--- src/rtl/pipe_mux_n.sv ---
// rtl/pipe_mux_n.sv - N-way select mux feeding a 2-entry elastic skid output stage
// Optional feature macro: PIPE_MUX_SELCHK_EN (sticky out-of-range select flag)
module pipe_mux_n #(
  parameter int WIDTH  = 32,
  parameter int NUM_IN = 4,
  parameter int SEL_W  = (NUM_IN > 2) ? $clog2(NUM_IN) : 1
) (
  input  logic                    clk,
  input  logic                    rst_n,
  input  logic                    in_valid,
  output logic                    in_ready,
  input  logic [SEL_W-1:0]        sel,
  input  logic [NUM_IN*WIDTH-1:0] in_data,
  output logic                    out_valid,
  input  logic                    out_ready,
  output logic [WIDTH-1:0]        out_data,
  output logic [SEL_W-1:0]        out_sel,
  output logic                    sel_err
);

  typedef enum logic [1:0] {
    EMPTY = 2'd0,
    ONE   = 2'd1,
    TWO   = 2'd2
  } state_t;

  state_t             state;
  logic               accept;
  logic               pop;
  logic               sel_hit;
  logic [WIDTH-1:0]   match_data;
  logic [WIDTH-1:0]   word;
  logic [WIDTH-1:0]   skid_data;
  logic [SEL_W-1:0]   skid_sel;

  assign accept = in_valid & in_ready;
  assign pop    = out_valid & out_ready;

  // Decode the select; a select with no matching input yields an all-zero word
  always_comb begin
    match_data = '0;
    sel_hit    = 1'b0;
    for (int k = 0; k < NUM_IN; k++) begin
      if (sel == SEL_W'(k)) begin
        match_data = in_data[k*WIDTH +: WIDTH];
        sel_hit    = 1'b1;
      end
    end
  end

  assign word = sel_hit ? match_data : '0;

  // Skid-buffer control: main register drives the output, skid absorbs one stalled word
  always_ff @(posedge clk or negedge rst_n) begin
    if (!rst_n) begin
      state     <= EMPTY;
      out_valid <= 1'b0;
      in_ready  <= 1'b1;
      out_data  <= '0;
      out_sel   <= '0;
      skid_data <= '0;
      skid_sel  <= '0;
    end else begin
      case (state)
        EMPTY: begin
          if (accept) begin
            out_data  <= word;
            out_sel   <= sel;
            state     <= ONE;
            out_valid <= 1'b1;
            in_ready  <= 1'b1;
          end
        end
        ONE: begin
          if (accept && !pop) begin
            skid_data <= word;
            skid_sel  <= sel;
            state     <= TWO;
            out_valid <= 1'b1;
            in_ready  <= 1'b0;
          end else if (pop && !accept) begin
            state     <= EMPTY;
            out_valid <= 1'b0;
            in_ready  <= 1'b1;
          end else if (accept && pop) begin
            out_data  <= word;
            out_sel   <= sel;
          end
        end
        TWO: begin
          if (pop) begin
            out_data  <= skid_data;
            out_sel   <= skid_sel;
            state     <= ONE;
            out_valid <= 1'b1;
            in_ready  <= 1'b1;
          end
        end
        default: begin
          state     <= EMPTY;
          out_valid <= 1'b0;
          in_ready  <= 1'b1;
        end
      endcase
    end
  end

`ifdef PIPE_MUX_SELCHK_EN
  // Sticky flag: any accepted select beyond the last input sets it until reset
  always_ff @(posedge clk or negedge rst_n) begin
    if (!rst_n) begin
      sel_err <= 1'b0;
    end else if (accept && !sel_hit) begin
      sel_err <= 1'b1;
    end
  end

`ifndef SYNTHESIS
  // Report each offending accept in simulation
  always_ff @(posedge clk) begin
    if (rst_n && accept && !sel_hit) begin
      $error("pipe_mux_n: out-of-range select %0d accepted (NUM_IN=%0d)", sel, NUM_IN);
    end
  end
`endif
`else
  assign sel_err = 1'b0;
`endif

endmodule

--- config.mk ---
export PLATFORM = sky130hd
export DESIGN_NAME = pipe_mux_n
export DESIGN_NICKNAME = d
export VERILOG_FILES = /design/src/rtl/pipe_mux_n.sv
export SDC_FILE = /design/constraint.sdc
export NUM_CORES = 1
export LEC_CHECK = 0
export CAP_MARGIN = 10
export CORE_MARGIN = 3
export CORE_UTILIZATION = 30
export CTS_CLUSTER_DIAMETER = 30
export DETAILED_ROUTE_END_ITERATION = 6
export DONT_BUFFER_PORTS = 1
export GPL_ROUTABILITY_DRIVEN = 0
export PLACE_DENSITY = 0.42
export SETUP_SLACK_MARGIN = 0.2
export SLEW_MARGIN = 10
export SYNTH_ARGS = -nofsm -noshare
export SYNTH_HDL_FRONTEND = slang
export SYNTH_SLANG_ARGS = --single-unit
--- constraint.sdc ---
create_clock -name clk -period 2.3 [get_ports clk]
set_input_delay 0.46 -clock clk [delete_from_list [all_inputs] [get_ports clk]]
set_output_delay 0.46 -clock clk [all_outputs]
set_load 0.05 [all_outputs]
==> results of run 1 <==
per-layer routing:
| metal | GRT usage | vias to the layer above |
|---|---|---|
| li1 | - | 1662 |
| met1 | 0.187 | 1579 |
| met2 | 0.214 | 124 |
| met3 | 0.0476 | 9 |
| met4 | 0.0435 | 0 |
| met5 | 0 | - |
cell type report:
class / count / share of cell area
multi-input combinational: 355 / 0.486
clock inverter: 3 / 0.00839
tap: 180 / 0.0472
timing repair buffer: 12 / 0.0241
sequential: 72 / 0.378
clock buffer: 13 / 0.0545
inverter: 3 / 0.00236
sequential cells by signal, summed over array words and instances, names as in the netlist:
name and flops:
state 2, out_data 32, out_valid 1, in_ready 1, skid_sel 2, out_sel 2, skid_data 32
path summary, 6_finish.rpt:
check / startpoint / end / slack (ps)
setup / recovery: out_valid$_DFFE_PN0P_ / out_data[26]$_DFFE_PN0P_ / 360
hold / removal: rst_n / out_sel[1]$_DFFE_PN0P_ / -190
setup reg to reg: out_valid$_DFFE_PN0P_ / out_data[26]$_DFFE_PN0P_ / 360
hold reg to reg: skid_data[17]$_DFFE_PN0P_ / skid_data[17]$_DFFE_PN0P_ / 480
max in group asynchronous: rst_n / in_ready$_DFFE_PN1P_ / 2290
min in group clk: sel[1] / skid_sel[1]$_DFFE_PN0P_ / 310
through the flow:
stage / cells / total power, µW / instance area [µm²] / setup slack, ps / utilization
2_1_floorplan: 472 / 1540 / 4350 / 203 / -
3_3_place_gp: 622 / 1530 / 4470 / 305 / 0.319
3_5_place_dp: 622 / 1540 / 4470 / 236 / 0.319
4_1_cts: 638 / 3020 / 4770 / 323 / 0.340
5_1_grt: 638 / 3090 / 4770 / 205 / 0.340
6_report: 638 / 2950 / 4770 / 356 / 0.340
power groups by stage:
stage	Combinational, µW	Clock, µW	Sequential [µW]
global placement	244	0	1290
global route	274	1550	1270
finish	243	1440	1270
detailed placement	248	0	1290
floorplan	247	0	1290
CTS	249	1500	1270
placed cells by master (no fill, tap or decap), types with 3 or more instances in the layout:
| cell type | synthesis | routed |
|---|---|---|
| dfrtp_1 | 71 | 71 |
| nand2_1 | 71 | 70 |
| a21oi_1 | 35 | 35 |
| o21ai_0 | 35 | 35 |
| mux2_2 | 34 | 34 |
| mux2i_1 | 34 | 34 |
| nor2_1 | 34 | 34 |
| o22ai_1 | 32 | 32 |
| o31ai_1 | 32 | 32 |
| and3b_1 | 26 | 26 |
| buf_4 | 6 | 10 |
| clkbuf_16 | 0 | 9 |
| nor2b_1 | 8 | 8 |
| inv_1 | 3 | 3 |
| ha_1 | 3 | 3 |
worst max-delay path: stages, from the launching register on:
cell,delay (ps)
dfrtp_1,340
and2_1,180
inv_1,60
ha_1,230
nor4b_2,380
o22ai_4,130
buf_12,220
o31ai_1,290
kinds of logic (layout without fill, tap and decap cells):
| logic type | after synthesis | after routing | share of synthesized area |
|---|---|---|---|
| AOI/OAI and AO/OA | 139 | 139 | 0.191 |
| adders and majority gates | 3 | 3 | 0.00864 |
| buffers and inverters | 45 | 31 | 0.0541 |
| DFF | 72 | 72 | 0.415 |
| muxes | 68 | 68 | 0.166 |
| other | 1 | 1 | 0.000863 |
| and+or+nand+nor | 144 | 144 | 0.164 |
==> flow_metrics.env, run 1 <==
export IMPL_die_w_um=126
export IMPL_drt_first_pass_iters=4
export IMPL_track_usage=0.140
export IMPL_grt_pass1_wl_um=17500
export IMPL_cts_resized=0
export IMPL_fin_skew_ps=5.67
export IMPL_n_antenna_cell=0
export IMPL_syn_area_per_cell_um2=9.21
export IMPL_regArea_um2=1800
export IMPL_num_vias=3374
export IMPL_cts_max_path_buffers=2
export IMPL_synth_seq_cells=72
export IMPL_post_cts_setup_buffers=0
export IMPL_wl_per_cell_um=17.8
export IMPL_wl_met2_um=5260
export IMPL_tightest_slew_ps=525
export IMPL_critPathRequiredTime_ps=2540
export IMPL_core_um2=14000
export IMPL_drtIter0Drc=206
export IMPL_ir_worst_vdd_mv=0.313
export IMPL_synth_common_cells="71 x dfrtp_1, 71 x nand2_1, 35 x a21oi_1, 35 x o21ai_0"
export IMPL_grt_pass1_vias=3120
export IMPL_dieArea_um2=16000
export IMPL_multi_input_area_um2=2320
export IMPL_met1_length_um=5030
export IMPL_end_kind="flip-flop"
export IMPL_highest_layer="met4"
export IMPL_status="complete, but fails checks"
export IMPL_io_pins=171
export IMPL_start_kind="flip-flop"
export IMPL_cts_sinks=72
export IMPL_leakagePower_uw=0.00218
export IMPL_dp_hpwl_um=7420
export IMPL_nFillCells=1428
export IMPL_drive_above_1_share=0.144
export IMPL_cts_tree="built"
export IMPL_syn_to_final_growth_pct=9.88
export IMPL_ys_flop_type="dfrtp_1"
export IMPL_via_per_inst=5.29
export IMPL_fin_setup_tns_ps=0
export IMPL_postRouteAntennaNets=0
export IMPL_cp_max_fo=68
export IMPL_antenna_found_initial=0
export IMPL_seq_power_share=0.429
export IMPL_drc=0
export IMPL_async_flop_share=1.00
export IMPL_worstRegToRegCells=7
export IMPL_drv_cap=0
export IMPL_ys_types=28
export IMPL_p_clk_frac=0.489
export IMPL_wl_met3_um=891
export IMPL_synth_edff_count=0
export IMPL_setup_violations=0
export IMPL_pwr_density_cell_nw_per_um2=619
export IMPL_yosysWarnings=0
export IMPL_start_util=0.309
export IMPL_dieHeight_um=126
export IMPL_ys_top_cells_by_area="dfrtp_1 41%, mux2_2 8.8%, mux2i_1 7.8%, nand2_1 6.1%, o31ai_1 5.5%"
export IMPL_internal_power_uw=2300
export IMPL_critPathArrivalTime_ps=2180
export IMPL_row_count=43
export IMPL_relSlewSlack=0.650
export IMPL_worst_hold_slack_ps=-188
export IMPL_yosysSeqAreaShare=0.415
export IMPL_violations="negative hold slack"
export IMPL_clk_pin_slew_ps=60
export IMPL_io_buffers=0
export IMPL_synth_nets=609
export IMPL_syn_area_um2=4350
export IMPL_synth_top_area_share=0.409
export IMPL_yosysTopAreaCell="dfrtp_1"
export IMPL_switching_power_uw=658
export IMPL_combPwrFrac=0.082
export IMPL_grt_max_degree=94
export IMPL_cts_buffers=9
export IMPL_swShare=0.223
export IMPL_cts_root_buf="clkbuf_16"
export IMPL_overflow=0
export IMPL_slew_viol_final=0
export IMPL_cts_max_level=3
export IMPL_clk_latency_ps=340
export IMPL_period_share=0.845
export IMPL_hold_viol_final=72
export IMPL_hold_class="in -> async"
export IMPL_worstSetupPathType="reg -> reg"
export IMPL_finalWirelength_um=11300
export IMPL_period_minus_slack_ps=1940
export IMPL_rsz0062_at_grt="no"
export IMPL_syn_inst=472
export IMPL_max_freq_mhz=514
export IMPL_nNetsFinal=590
(Power assumes the default switching activity.)
==> run 2, diff against run 1 <==
PLACE_DENSITY = 0.43   (was 0.42)
clock period = 1.6 ns   (was 2.3 ns; I/O delays follow)
==> flow_metrics.env, run 2 (synthesis gave the netlist of run 1 again) <==
export IMPL_setup_violations=34
export IMPL_io_pins=171
export IMPL_grt_pass1_wl_um=17300
export IMPL_die_w_um=126
export IMPL_cts_sinks=72
export IMPL_drive_above_1_share=0.206
export IMPL_dieHeight_um=126
export IMPL_rsz0062_at_grt="yes"
export IMPL_drtIter0Drc=96
export IMPL_core_um2=14000
export IMPL_relSlewSlack=0.650
export IMPL_cts_tree="built"
export IMPL_io_buffers=0
export IMPL_drc=0
export IMPL_placed_cell_area_um2=4560
export IMPL_cts_buffers=9
export IMPL_worst_hold_slack_ps=-320
export IMPL_start_kind="flip-flop"
export IMPL_drv_cap=0
export IMPL_most_common_layout_cells="70 x dfrtp_1, 66 x nand2_1, 35 x a21oi_1"
export IMPL_final_area_um2=5050
export IMPL_worstSetupPathType="reg -> reg"
export IMPL_clk_latency_ps=340
export IMPL_crit_start="in_ready$_DFFE_PN1P_"
export IMPL_end_kind="flip-flop"
export IMPL_row_count=43
export IMPL_leakagePower_uw=0.00226
export IMPL_status="complete, but fails checks"
export IMPL_post_place_ws_ps=-203
export IMPL_num_vias=3360
export IMPL_dieArea_um2=16000
export IMPL_switching_power_uw=907
export IMPL_critPathArrivalTime_ps=2060
export IMPL_antenna_found_initial=0
export IMPL_period_minus_slack_ps=1820
export IMPL_clk_pin_slew_ps=60
export IMPL_p_clk_frac=0.464
export IMPL_overflow=0
export IMPL_endpoint="out_data[6]$_DFFE_PN0P_"
export IMPL_grt_most_used_layer="met2"
export IMPL_combPwrFrac=0.090
export IMPL_track_usage=0.137
export IMPL_postRouteAntennaNets=0
export IMPL_start_util=0.309
export IMPL_worstRegToRegCells=6
export IMPL_via_per_inst=5.24
export IMPL_wl_per_cell_um=17.8
export IMPL_cp_max_fo=34
export IMPL_grt_pass1_vias=3204
export IMPL_drt_first_pass_iters=4
export IMPL_n_antenna_cell=0
export IMPL_hold_viol_final=72
export IMPL_top_regs="out_data (32), skid_data (32)"
export IMPL_swShare=0.222
export IMPL_finalWirelength_um=11400
export IMPL_r2r_slack_ps=-220
export IMPL_hold_class="in -> async"
export IMPL_nNetsFinal=595
export IMPL_violations="negative hold slack, negative setup slack"
export IMPL_fin_setup_tns_ps=-6260
export IMPL_syn_to_final_growth_pct=16.2
export IMPL_rr_startpoint="in_ready$_DFFE_PN1P_"
export IMPL_use_met1=0.166
export IMPL_layout_setup_ws_ps=-216
export IMPL_dp_hpwl_um=7420
export IMPL_regToRegEndpoint="out_data[6]$_DFFE_PN0P_"
export IMPL_internal_power_uw=3180
export IMPL_fin_skew_ps=5.35
export IMPL_critPathRequiredTime_ps=1840
export IMPL_cts_max_level=3
export IMPL_grt_max_degree=94
export IMPL_max_freq_mhz=551
export IMPL_globalRouteMet3Util=0.0497
export IMPL_ir_worst_vdd_mv=0.462
export IMPL_cts_root_buf="clkbuf_16"
export IMPL_tightest_slew_ps=525
export IMPL_final_common_cell="dfrtp_1"
export IMPL_pwr_density_cell_nw_per_um2=810
export IMPL_cts_max_path_buffers=2
export IMPL_seq_power_share=0.446
export IMPL_period_share=1.13
export IMPL_slew_viol_final=0
export IMPL_use_met2=0.224
[run 2: cell count changes in the layout (fill, tap and decap cells not counted), sizes merged]
cell / delta
clkbuf: +2
buf: +4
clkinv: -2
bufinv: -1
[run 2: area by class of cell]
type / count / area [µm²]
Fill cell: 1433 / 8990
Multi-Input combinational cell: 355 / 2480
Sequential cell: 72 / 1800
Clock buffer: 14 / 274
Timing Repair Buffer: 17 / 253
Tap cell: 180 / 225
Inverter: 3 / 11.3
[run 2: stage by stage]
step | hold slack (ps) | instances | total power, µW | utilization
after floorplan | 24.4 | 472 | 2210 | -
after global placement | 28.3 | 625 | 2210 | 0.325
after detailed placement | 28.2 | 625 | 2220 | 0.325
after CTS | -341 | 639 | 4160 | 0.346
after global routing | -345 | 641 | 4270 | 0.360
final | -320 | 641 | 4090 | 0.360
[run 2: critical path, stage by stage, from the launching register on]
cell and delay [ps]:
dfstp_2 530, nand2_2 80, ha_4 160, nor4b_4 320
o22ai_4 180, buf_12 200, o31ai_1 240
[run 2: how the worst min path moves through the flow]
stage | startpoint | cells past startpoint | endpoint
detailed placement | rst_n | 0 | out_data[14]$_DFFE_PN0P_
CTS | rst_n | 0 | out_data[17]$_DFFE_PN0P_
finish | rst_n | 0 | out_data[16]$_DFFE_PN0P_
global placement | rst_n | 0 | out_data[14]$_DFFE_PN0P_
global route | rst_n | 0 | out_data[15]$_DFFE_PN0P_
floorplan | rst_n | 0 | out_data[0]$_DFFE_PN0P_
[run 2: metal layers]
layer,up-vias,share of wire
met3,14,0.064
met5,-,0
li1,1664,-
met1,1581,0.44
met2,101,0.48
met4,0,0.017
[run 2: power groups by stage]
stage	clock (µW)	combinational (µW)	sequential, µW
floorplan	0	356	1850
global placement	0	355	1850
detailed placement	0	363	1850
CTS	1970	364	1820
global route	2040	415	1820
finish	1900	369	1820
[run 2: timing repair]
item                                   4_1_cts  5_1_grt
setup endpoints to repair                   71       73
cloned                                       0        1
buffers inserted                             0        1
endpoints found under the hold margin       72       72
resized for setup                            4       44
pin swaps                                    0       10
==> run 3, diff against run 2 <==
ABC_AREA = 1   (was default)
==> flow_metrics.env, run 3 <==
export IMPL_placed_cell_area_um2=4550
export IMPL_start_util=0.308
export IMPL_die_w_um=126
export IMPL_cts_buffers=9
export IMPL_period_share=1.01
export IMPL_drc=0
export IMPL_antenna_found_initial=0
export IMPL_grt_pass1_wl_um=20900
export IMPL_synth_nets=764
export IMPL_ys_flop_type="dfrtp_1"
export IMPL_hold_viol_final=72
export IMPL_swShare=0.479
export IMPL_layout_setup_ws_ps=-12.3
export IMPL_cts_max_path_buffers=2
export IMPL_relSlewSlack=0.649
export IMPL_postLayoutCoreUtil=0.394
export IMPL_synth_seq_cells=72
export IMPL_final_common_cell="nand2_1"
export IMPL_yosysTopAreaCell="dfrtp_1"
export IMPL_top_regs="out_data (32), skid_data (32)"
export IMPL_cts_sinks=72
export IMPL_end_kind="flip-flop"
export IMPL_drive_above_1_share=0.231
export IMPL_p_clk_frac=0.174
export IMPL_cts_max_level=3
export IMPL_pwr_density_cell_nw_per_um2=2080
export IMPL_ir_worst_vdd_mv=0.811
export IMPL_n_antenna_cell=0
export IMPL_core_um2=13900
export IMPL_final_area_um2=5500
export IMPL_drt_first_pass_iters=4
export IMPL_leakagePower_uw=0.00266
export IMPL_dieHeight_um=126
export IMPL_synth_edff_count=0
export IMPL_rsz0062_at_grt="yes"
export IMPL_wl_per_cell_um=16.1
export IMPL_grt_max_degree=73
export IMPL_overflow=0
export IMPL_r2r_slack_ps=-10
export IMPL_crit_slowest_cell="dfstp_2"
export IMPL_crit_family="simple AND/OR/NAND/NOR gates"
export IMPL_finalPower_uw=11400
export IMPL_syn_area_per_cell_um2=6.85
export IMPL_slew_viol_final=0
export IMPL_synthMostInstantiatedCell="nand2_1"
export IMPL_nNetsFinal=773
export IMPL_violations="negative hold slack, negative setup slack"
export IMPL_track_usage=0.167
export IMPL_critPathRequiredTime_ps=1830
export IMPL_yosysSeqAreaShare=0.420
export IMPL_syn_to_final_growth_pct=28.0
export IMPL_postRouteAntennaNets=0
export IMPL_multi_input_area_um2=2480
export IMPL_syn_inst=627
export IMPL_synth_top_area_share=0.414
export IMPL_async_flop_share=1.00
export IMPL_via_per_inst=4.82
export IMPL_fin_skew_ps=6.87
export IMPL_path_buf_inv=2
export IMPL_setup_violations=15
export IMPL_clk_latency_ps=340
export IMPL_io_buffers=0
export IMPL_regToRegEndpoint="out_data[6]$_DFFE_PN0P_"
export IMPL_crit_start="in_ready$_DFFE_PN1P_"
export IMPL_rr_startpoint="in_ready$_DFFE_PN1P_"
export IMPL_clk_pin_slew_ps=60
export IMPL_internal_power_uw=5950
export IMPL_most_common_layout_cells="219 x nand2_1, 70 x dfrtp_1, 62 x nor2_1"
export IMPL_worstSetupPathType="reg -> reg"
export IMPL_worstRegToRegCells=11
export IMPL_ys_top_cells_by_area="dfrtp_1 41%, nand2_1 21%, nand3_1 7.8%, nor2_1 7.0%, o21ai_0 3.1%"
export IMPL_grt_pass1_vias=3956
export IMPL_io_pins=171
export IMPL_combPwrFrac=0.403
export IMPL_crit_cells=11
export IMPL_yosysWarnings=0
export IMPL_row_count=43
export IMPL_synth_common_cells="244 x nand2_1, 80 x nor2_1, 71 x dfrtp_1"
export IMPL_finalWirelength_um=13200
export IMPL_num_vias=3952
export IMPL_switching_power_uw=5470
export IMPL_cts_root_buf="clkbuf_16"
export IMPL_cp_max_fo=27
export IMPL_dp_hpwl_um=8320
export IMPL_dieArea_um2=15800
export IMPL_crit_path_max_incr_delay_ps=540
export IMPL_status="complete, but fails checks"
export IMPL_hold_class="in -> async"
export IMPL_max_freq_mhz=620
export IMPL_seq_power_share=0.424
export IMPL_cts_tree="built"
export IMPL_ys_types=22
export IMPL_endpoint="out_data[6]$_DFFE_PN0P_"
export IMPL_critPathArrivalTime_ps=1840
export IMPL_syn_area_um2=4290
export IMPL_drtIter0Drc=223
export IMPL_period_minus_slack_ps=1610
export IMPL_nFillCells=1431
export IMPL_drv_cap=0
export IMPL_tightest_slew_ps=527
export IMPL_regArea_um2=1800
export IMPL_worst_hold_slack_ps=-322
export IMPL_start_kind="flip-flop"
export IMPL_post_place_ws_ps=-32.4
export IMPL_path_cells="nand2_2 -> inv_2 -> ha_4 -> nor2_1 -> nand3_1 -> nand2_2 -> nand2_8 -> buf_12 -> nor2_1 -> nand2_1 -> nand2_1"
-- run 3: changes by cell type in the layout (fill, tap and decap cells not counted), sizes merged, moves of 33 or more --
| cell | change |
|---|---|
| mux2 | -34 |
| a21oi | -34 |
| nand2 | +175 |
| o22ai | -33 |
| nor2 | +48 |
| mux2i | -34 |
| nand3 | +67 |
-- run 3: what timing repair did --
action / in CTS / in global routing
setup endpoints to repair: 71 / 72
buffers inserted: 3 / 9
endpoints found under the hold margin: 72 / 72
gates resized for setup: 66 / 42
pin swaps: 6 / 14
cloned: 7 / 3
-- run 3: worst min path at each step --
stage           from                        to  slack [ps]  cells after the start
6_report       rst_n  out_data[27]$_DFFE_PN0P_        -320                      0
3_5_place_dp   rst_n  out_data[30]$_DFFE_PN0P_          30                      0
4_1_cts        rst_n  out_data[30]$_DFFE_PN0P_        -340                      0
3_3_place_gp   rst_n  out_data[30]$_DFFE_PN0P_          30                      0
2_1_floorplan  rst_n   out_data[0]$_DFFE_PN0P_          20                      0
5_1_grt        rst_n  out_data[27]$_DFFE_PN0P_        -340                      0
-- run 3: final cells by class --
| cell class | instances | share of cell area |
|---|---|---|
| clock inverters | 4 | 0.00820 |
| repair inverters | 6 | 0.0162 |
| inverters | 25 | 0.0200 |
| repair buffers | 32 | 0.0911 |
| flip-flops and latches | 72 | 0.328 |
| clock buffers | 11 | 0.0442 |
| multi-input cells | 490 | 0.451 |
| well taps | 180 | 0.0410 |
-- run 3: per-stage QoR --
stage / std cells / TNS, ps
CTS: 808 / -56.9
global route: 820 / -6030
detailed placement: 783 / -207
global placement: 783 / 0
finish: 820 / -113
floorplan: 627 / -4550
-- run 3: power by group through the flow --
stage               combinational (µW)  sequential, µW  clock [µW]
floorplan                         2670            4730           0
global placement                  3270            4820           0
detailed placement                3320            4820           0
CTS                               4100            4830        2050
global route                      5240            4950        2120
finish                            4600            4840        1980
-- run 3: cells by family (layout without fill, tap and decap cells) --
family,after synthesis,in the layout,share of synthesized area
AO/OA/AOI/OAI,59,59,0.0764
adder cells (fa/ha/maj),3,3,0.00874
buffers and inverters,65,78,0.0764
flip-flops,72,72,0.420
other,1,1,0.000874
AND/OR/NAND/NOR,427,427,0.418
-- run 3: worst reg2reg max path: cells and delay by family (launching register included) --
family | cells | cell delay (ps)
buf+inv | 2 | 270
fa+ha+maj | 1 | 130
simple gates | 8 | 570
flops | 1 | 540
-- run 3: routing by layer --
layer,GRT usage,share of wire
met1,0.219,0.47
met2,0.264,0.46
met3,0.0458,0.055
met4,0.0606,0.016
met5,0,0
